### src/rtl/voice_sequencer.sv
// voice_sequencer: plays queued note records back to back for one synth voice.
// Each record holds pitch, waveform select, total duration and release gap,
// all timed in sample ticks. Gate is high for (duration - gap) ticks, then low
// for the remaining gap ticks; the next queued note starts on the same edge.
module voice_sequencer #(
  parameter int FIFO_DEPTH = 8,
  parameter int DUR_W      = 16
) (
  input  logic                          clk,
  input  logic                          rst,
  input  logic                          sample_tick,
  input  logic                          wr_valid,
  output logic                          wr_ready,
  input  logic [15:0]                   wr_pitch,
  input  logic [3:0]                    wr_voice,
  input  logic [DUR_W-1:0]              wr_duration,
  input  logic [7:0]                    wr_gap,
  input  logic                          flush,
  output logic [15:0]                   pitch_increment,
  output logic [3:0]                    voice_select,
  output logic                          gate,
  output logic                          busy,
  output logic [$clog2(FIFO_DEPTH):0]   fifo_level
);

  localparam int AW = $clog2(FIFO_DEPTH);
  localparam int LW = AW + 1;

  typedef enum logic [1:0] {IDLE = 2'd0, ON = 2'd1, OFF = 2'd2} state_t;

  state_t           state;
  logic [DUR_W-1:0] on_cnt;
  logic [DUR_W-1:0] off_cnt;

  logic [15:0]      mem_pitch [FIFO_DEPTH];
  logic [3:0]       mem_voice [FIFO_DEPTH];
  logic [DUR_W-1:0] mem_dur   [FIFO_DEPTH];
  logic [7:0]       mem_gap   [FIFO_DEPTH];
  logic [AW-1:0]    wr_ptr;
  logic [AW-1:0]    rd_ptr;

  logic             push;
  logic             pop;
  logic             chain;
  logic [15:0]      hd_pitch;
  logic [3:0]       hd_voice;
  logic [DUR_W-1:0] hd_dur;
  logic [7:0]       hd_gap;
  logic [DUR_W-1:0] ld_on;
  logic [DUR_W-1:0] ld_off;

  // Release length is the gap, clamped so it never exceeds the whole note.
  function automatic logic [DUR_W-1:0] clamp_gap(input logic [7:0] g,
                                                 input logic [DUR_W-1:0] d);
    logic [DUR_W+7:0] ge;
    logic [DUR_W+7:0] de;
    ge = {{DUR_W{1'b0}}, g};
    de = {8'b0, d};
    return (ge < de) ? ge[DUR_W-1:0] : d;
  endfunction

  assign wr_ready = (fifo_level != LW'(FIFO_DEPTH));
  assign busy     = (state != IDLE);

  assign hd_pitch = mem_pitch[rd_ptr];
  assign hd_voice = mem_voice[rd_ptr];
  assign hd_dur   = mem_dur[rd_ptr];
  assign hd_gap   = mem_gap[rd_ptr];
  assign ld_off   = clamp_gap(hd_gap, hd_dur);
  assign ld_on    = hd_dur - ld_off;

  // Handshake and pop decisions; a note ending on a tick pops the next record on that edge.
  always_comb begin
    chain = 1'b0;
    if (sample_tick) begin
      if (state == ON && on_cnt == DUR_W'(1) && off_cnt == '0)
        chain = 1'b1;
      else if (state == OFF && off_cnt == DUR_W'(1))
        chain = 1'b1;
    end
    push = wr_valid && wr_ready && !flush;
    pop  = !flush && (fifo_level != '0) && ((state == IDLE) || chain);
  end

  // Record storage: data only, never reset.
  always_ff @(posedge clk) begin
    if (push) begin
      mem_pitch[wr_ptr] <= wr_pitch;
      mem_voice[wr_ptr] <= wr_voice;
      mem_dur[wr_ptr]   <= wr_duration;
      mem_gap[wr_ptr]   <= wr_gap;
    end
  end

  // FIFO pointers and occupancy; flush empties the queue.
  always_ff @(posedge clk) begin
    if (rst || flush) begin
      wr_ptr     <= '0;
      rd_ptr     <= '0;
      fifo_level <= '0;
    end else begin
      if (push) wr_ptr <= wr_ptr + AW'(1);
      if (pop)  rd_ptr <= rd_ptr + AW'(1);
      fifo_level <= fifo_level + LW'(push) - LW'(pop);
    end
  end

  // Note playback FSM with registered gate/pitch/voice; pitch/voice held on flush.
  always_ff @(posedge clk) begin
    if (rst) begin
      state           <= IDLE;
      gate            <= 1'b0;
      on_cnt          <= '0;
      off_cnt         <= '0;
      pitch_increment <= '0;
      voice_select    <= '0;
    end else if (flush) begin
      state   <= IDLE;
      gate    <= 1'b0;
      on_cnt  <= '0;
      off_cnt <= '0;
    end else if (pop) begin
      pitch_increment <= hd_pitch;
      voice_select    <= hd_voice;
      on_cnt          <= ld_on;
      off_cnt         <= ld_off;
      if (ld_on != '0) begin
        state <= ON;
        gate  <= 1'b1;
      end else if (ld_off != '0) begin
        state <= OFF;
        gate  <= 1'b0;
      end else begin
        state <= IDLE;
        gate  <= 1'b0;
      end
    end else begin
      case (state)
        IDLE: ;
        ON: begin
          if (sample_tick) begin
            on_cnt <= on_cnt - DUR_W'(1);
            if (on_cnt == DUR_W'(1)) begin
              gate  <= 1'b0;
              state <= (off_cnt != '0) ? OFF : IDLE;
            end
          end
        end
        OFF: begin
          if (sample_tick) begin
            off_cnt <= off_cnt - DUR_W'(1);
            if (off_cnt == DUR_W'(1)) state <= IDLE;
          end
        end
        default: begin
          state <= IDLE;
          gate  <= 1'b0;
        end
      endcase
    end
  end

endmodule

### config.mk
export PLATFORM = sky130hd
export DESIGN_NAME = voice_sequencer
export DESIGN_NICKNAME = d
export VERILOG_FILES = /design/src/rtl/voice_sequencer.sv
export SDC_FILE = /design/constraint.sdc
export NUM_CORES = 1
export LEC_CHECK = 0
export CAP_MARGIN = 20
export CELL_PAD_IN_SITES_DETAIL_PLACEMENT = 1
export CELL_PAD_IN_SITES_GLOBAL_PLACEMENT = 1
export CORE_UTILIZATION = 49
export CTS_BUF_LIST = sky130_fd_sc_hd__clkbuf_4 sky130_fd_sc_hd__clkbuf_8
export DETAILED_ROUTE_END_ITERATION = 7
export GPL_ROUTABILITY_DRIVEN = 0
export MAX_ROUTING_LAYER = met4
export PLACE_DENSITY_LB_ADDON = 0.1
export SLEW_MARGIN = 20
export SYNTH_ARGS = -nofsm -noshare
export SYNTH_HDL_FRONTEND = slang
export SYNTH_SLANG_ARGS = --single-unit
### constraint.sdc
create_clock -name clk -period 6.4 [get_ports clk]
set_input_delay 1.28 -clock clk [delete_from_list [all_inputs] [get_ports clk]]
set_output_delay 1.28 -clock clk [all_outputs]
set_load 0.05 [all_outputs]
==> key figures <==
Pwr
  • P_leak: 6.63 nW
  • Clock share of power: 36.2%
  • Internal: 4.73 mW
  • Pwr Total: approximately 6.5 mW
  • Switching power: 1.74 mW
  • Sw frac: 26.8%
  • Cell Pwr Density: 316 nW/um^2
  • Sequential power share: 48.2%
  • Comb pwr share: 15.6%
  • Worst vdd ir: 0.000207 V

GRT
  • First-pass GRT wire length: 61100 um
  • GRT Max-Usage Layer: met2
  • Gr ovfl total: 0
  • Met2 usage: 35.8%
  • Vias in the first global route: 10400
  • Met1 Resource Use GR: 30.9%
  • Total Routing Usage GR: 23.2%
  • Largest net degree at the start of global routing: 70
  • Initial antenna violation count: 1
  • GR Util met3: around 4%

Clock tree
  • CTS tree: done
  • Clock Latency Late Sink: just over 0.6 ns
  • Clock buffer count from CTS: 71
  • Post-CTS Setup Inserts: 0
  • Cts repair resizes: 0
  • Root Buffer: clkbuf_8
  • TritonCTS sink count: 420
  • CTS Hold Bufs: 0
  • Clk buf depth: 3
  • H-tree level count: 3
  • Reg clk slew, reported paths: ~0.060 ns

Finish
  • Most common cell after layout, fill and taps aside: edfxtp_1
  • Final net count: 1304
  • Filler Cell Count: between 3000 and 4000
  • Post-route core utilization: 57.6%
  • Commonest non-fill, non-tap cells in the layout: edfxtp_1 (352), nor2_1 (109), mux4_2 (80)
  • Area Growth Syn to Fin: 15.4%
  • Share of layout cells above drive strength 1: 21.6%
  • Area occupied by multi-input gates: 5470 um^2
  • Register Area: 11900 um^2

STA
  • Max-slew violation count: 0
  • Worst Clk Skew: 0.0230 ns
  • RSZ-0062 raised after global routing: no
  • Worst slew pin tran: around 1.1 ns
  • Period Utilization, post-route: 93.9%
  • Worst slew margin: a little over a quarter
  • Final setup fails: 0
  • Setup TNS Final: 0 ns
  • Final Hold Vio Count: 0
  • F_max: roughly 0.17 GHz
  • Final WS setup: between 0.3 and 0.4 ns
  • Tmin final: 6.01 ns

Logic synthesis
  • Largest cells by area after synthesis: edfxtp_1 (60%), mux4_2 (10%), dfxtp_1 (7.7%), nor2_1 (2.4%), mux2i_1 (2.1%)
  • Synth warnings: 0
  • Post-synthesis compound-gate area fraction: 5.49%
  • Post-Syn Nets: 1179
  • Sequential fraction of the synthesis area: between 60% and 70%
  • Syn_area_per_cell: 16.0 um^2
  • Post-synth top area share: about 60%
  • FF+latch count, synth: 420
  • Adder-cell area share of the yosys netlist: roughly 1.9%
  • Simple-Gate Fraction of Synth Area: 6.87%
  • Yosys top cell by area: edfxtp_1
  • Largest family of logic cells by synthesized area: multiplexers
  • Async S/R FF share, synth: 0%
  • Proportion of synthesized area in mux cells: 13.8%
  • Post-synth EDFFs: 352
  • Primary FF master, synth: edfxtp_1
  • Unique masters post-synth: 81
  • XOR/XNOR Fraction of Synth Area: 2.42%
  • Post-Synthesis Cells: 1106
  • Post-Syn Area: roughly 18000 um^2

Worst setup path
  • Arr. time, crit path: 6.46 ns
  • Worst EP required: 6.86 ns
  • Slowest stage delay, CP: 0.58 ns
  • Slowest-stage cell, CP: dfxtp_4
  • Worst-path cell chain: mux4_2 -> mux2i_2 -> ha_1 -> a21o_1 -> a21oi_1 -> o221ai_1 -> o2111a_2 -> nand2_4 -> nand2_1 -> o21ai_0 -> inv_1 -> ha_1 -> fa_1 -> o211a_1 -> a21oi_1 -> a31oi_2 -> a221oi_2 -> xnor2_1 -> o2111a_1 -> and4_4 -> a311oi_2
  • WP buf/inv: 1
  • Crit Path Class: reg -> reg
  • Crit path capture type: flop
  • Startpoint Class: flop
  • Max Fanout on Critical Path: 18
  • Delay-heaviest family, CP: compound AO/OA/AOI/OAI gates

Floorplanning
  • Die W: 192 um
  • Die Y-Extent: 192 um
  • Row count: 69
  • IO Pins: 76
  • Die Footprint: 37000 um^2
  • Initial Utilization: 49.9%
  • Core area: about 36000 um^2

Place
  • PortBufs: between 70 and 80
  • HPWL Detailed: 24600 um
  • DP Worst Slack: 0.231 ns

Route
  • DR iter-0 viols: 612
  • WL/cell: 22.9 um
  • TritonRoute pass-1 iters: 5
  • Drt via density: 5.70
  • Routed Antenna Nets: 0
  • Drc violations: 0
  • Routed WL: 39900 um
  • DR vias: 9945

Outcome
  • Outcome: completed

Job
  • Max-cap violations: 0

Min path
  • Type of the most critical hold path: reg -> reg
stage by stage:
| stage | instances | area, um^2 | hold slack [ns] |
|---|---|---|---|
| after floorplan | 1106 | 17700 | 0.459 |
| after global placement | 1619 | 19100 | 0.482 |
| after detailed placement | 1619 | 19100 | 0.487 |
| after CTS | 1743 | 20500 | 0.500 |
| after global routing | 1744 | 20500 | 0.520 |
| final | 1744 | 20500 | 0.498 |
routing by layer:
metal  up-vias  part of all wire (%)
met5         -                     0
met4         0                   2.1
met3        64                   4.3
met2       215                    48
met1      5095                    46
li1       4571                     -
path summary, 6_finish.rpt:
path                       start             endpoint  slack, ns  cells after the start
min          pitch_increment[11]  pitch_increment[11]       0.50                      2
min reg2reg  pitch_increment[11]  pitch_increment[11]       0.50                      2
max reg2reg                 flop             state[0]       0.39                     21
max                         flop             state[0]       0.39                     21
power groups by stage:
stage          registers, mW  clock network [mW]  logic (mW)
2_1_floorplan           3.29                   0       0.572
3_3_place_gp            3.17                   0       0.991
3_5_place_dp            3.18                   0        1.01
4_1_cts                 3.12                2.42        1.02
5_1_grt                 3.13                2.52        1.10
6_report                3.12                2.34        1.01
sequential cells by signal, summed over array words and instances (netlist names), 16 cells and up, named ones only:
name / cells
on_cnt: 16
pitch_increment: 16
mem_pitch: 128
mem_gap: 64
mem_voice: 32
off_cnt: 16
mem_dur: 128
cell families (layout without fill, tap and decap cells):
family,count (synthesis),count (layout)
AOI/OAI and AO/OA,136,136
xor gates and xnor gates,49,49
adders and majority gates,26,26
buffers and inverters,83,259
DFF,420,420
muxes,136,136
other,0,1
and+or+nand+nor,256,256
Yosys cell counts, types with 4 or more instances:
master and count:
nand3_1 14, mux2i_2 6, or4_1 4, mux4_2 80, buf_1 4, nor3_1 15
o21ai_0 14, ha_1 22, inv_1 31, edfxtp_1 352, a21oi_1 29, mux2_2 7
or2_1 4, nor2b_1 5, buf_2 8, xor2_1 19, nor4_1 12, a211oi_1 40
o21ai_1 5, buf_6 9, clkbuf_1 28, nand2b_1 6, nand2_1 45, xnor2_1 30
mux2i_1 38, and2_1 6, or2_2 4, o21a_1 6, dfxtp_1 68, nor2_1 115
layout make-up:
type | instances | share of cell area (%)
repair buffers | 103 | 4.75
inverters | 32 | 0.586
flip-flops and latches | 420 | 58.3
clock inverters | 15 | 0.470
diodes | 1 | 0.0122
well taps | 461 | 2.82
multi-input cells | 603 | 26.7
clock buffers | 109 | 6.35
worst reg2reg max path: stages (launching register included):
cell and delay (ns):
dfxtp_4 0.58, mux4_2 0.59, mux2i_2 0.44, ha_1 0.34, a21o_1 0.16, a21oi_1 0.16
o221ai_1 0.15, o2111a_2 0.35, nand2_4 0.18, nand2_1 0.07, o21ai_0 0.14, inv_1 0.10
ha_1 0.24, fa_1 0.53, o211a_1 0.26, a21oi_1 0.20, a31oi_2 0.21, a221oi_2 0.36
xnor2_1 0.19, o2111a_1 0.23, and4_4 0.26, a311oi_2 0.10
Note: power is estimated with default switching activity, not from simulation.
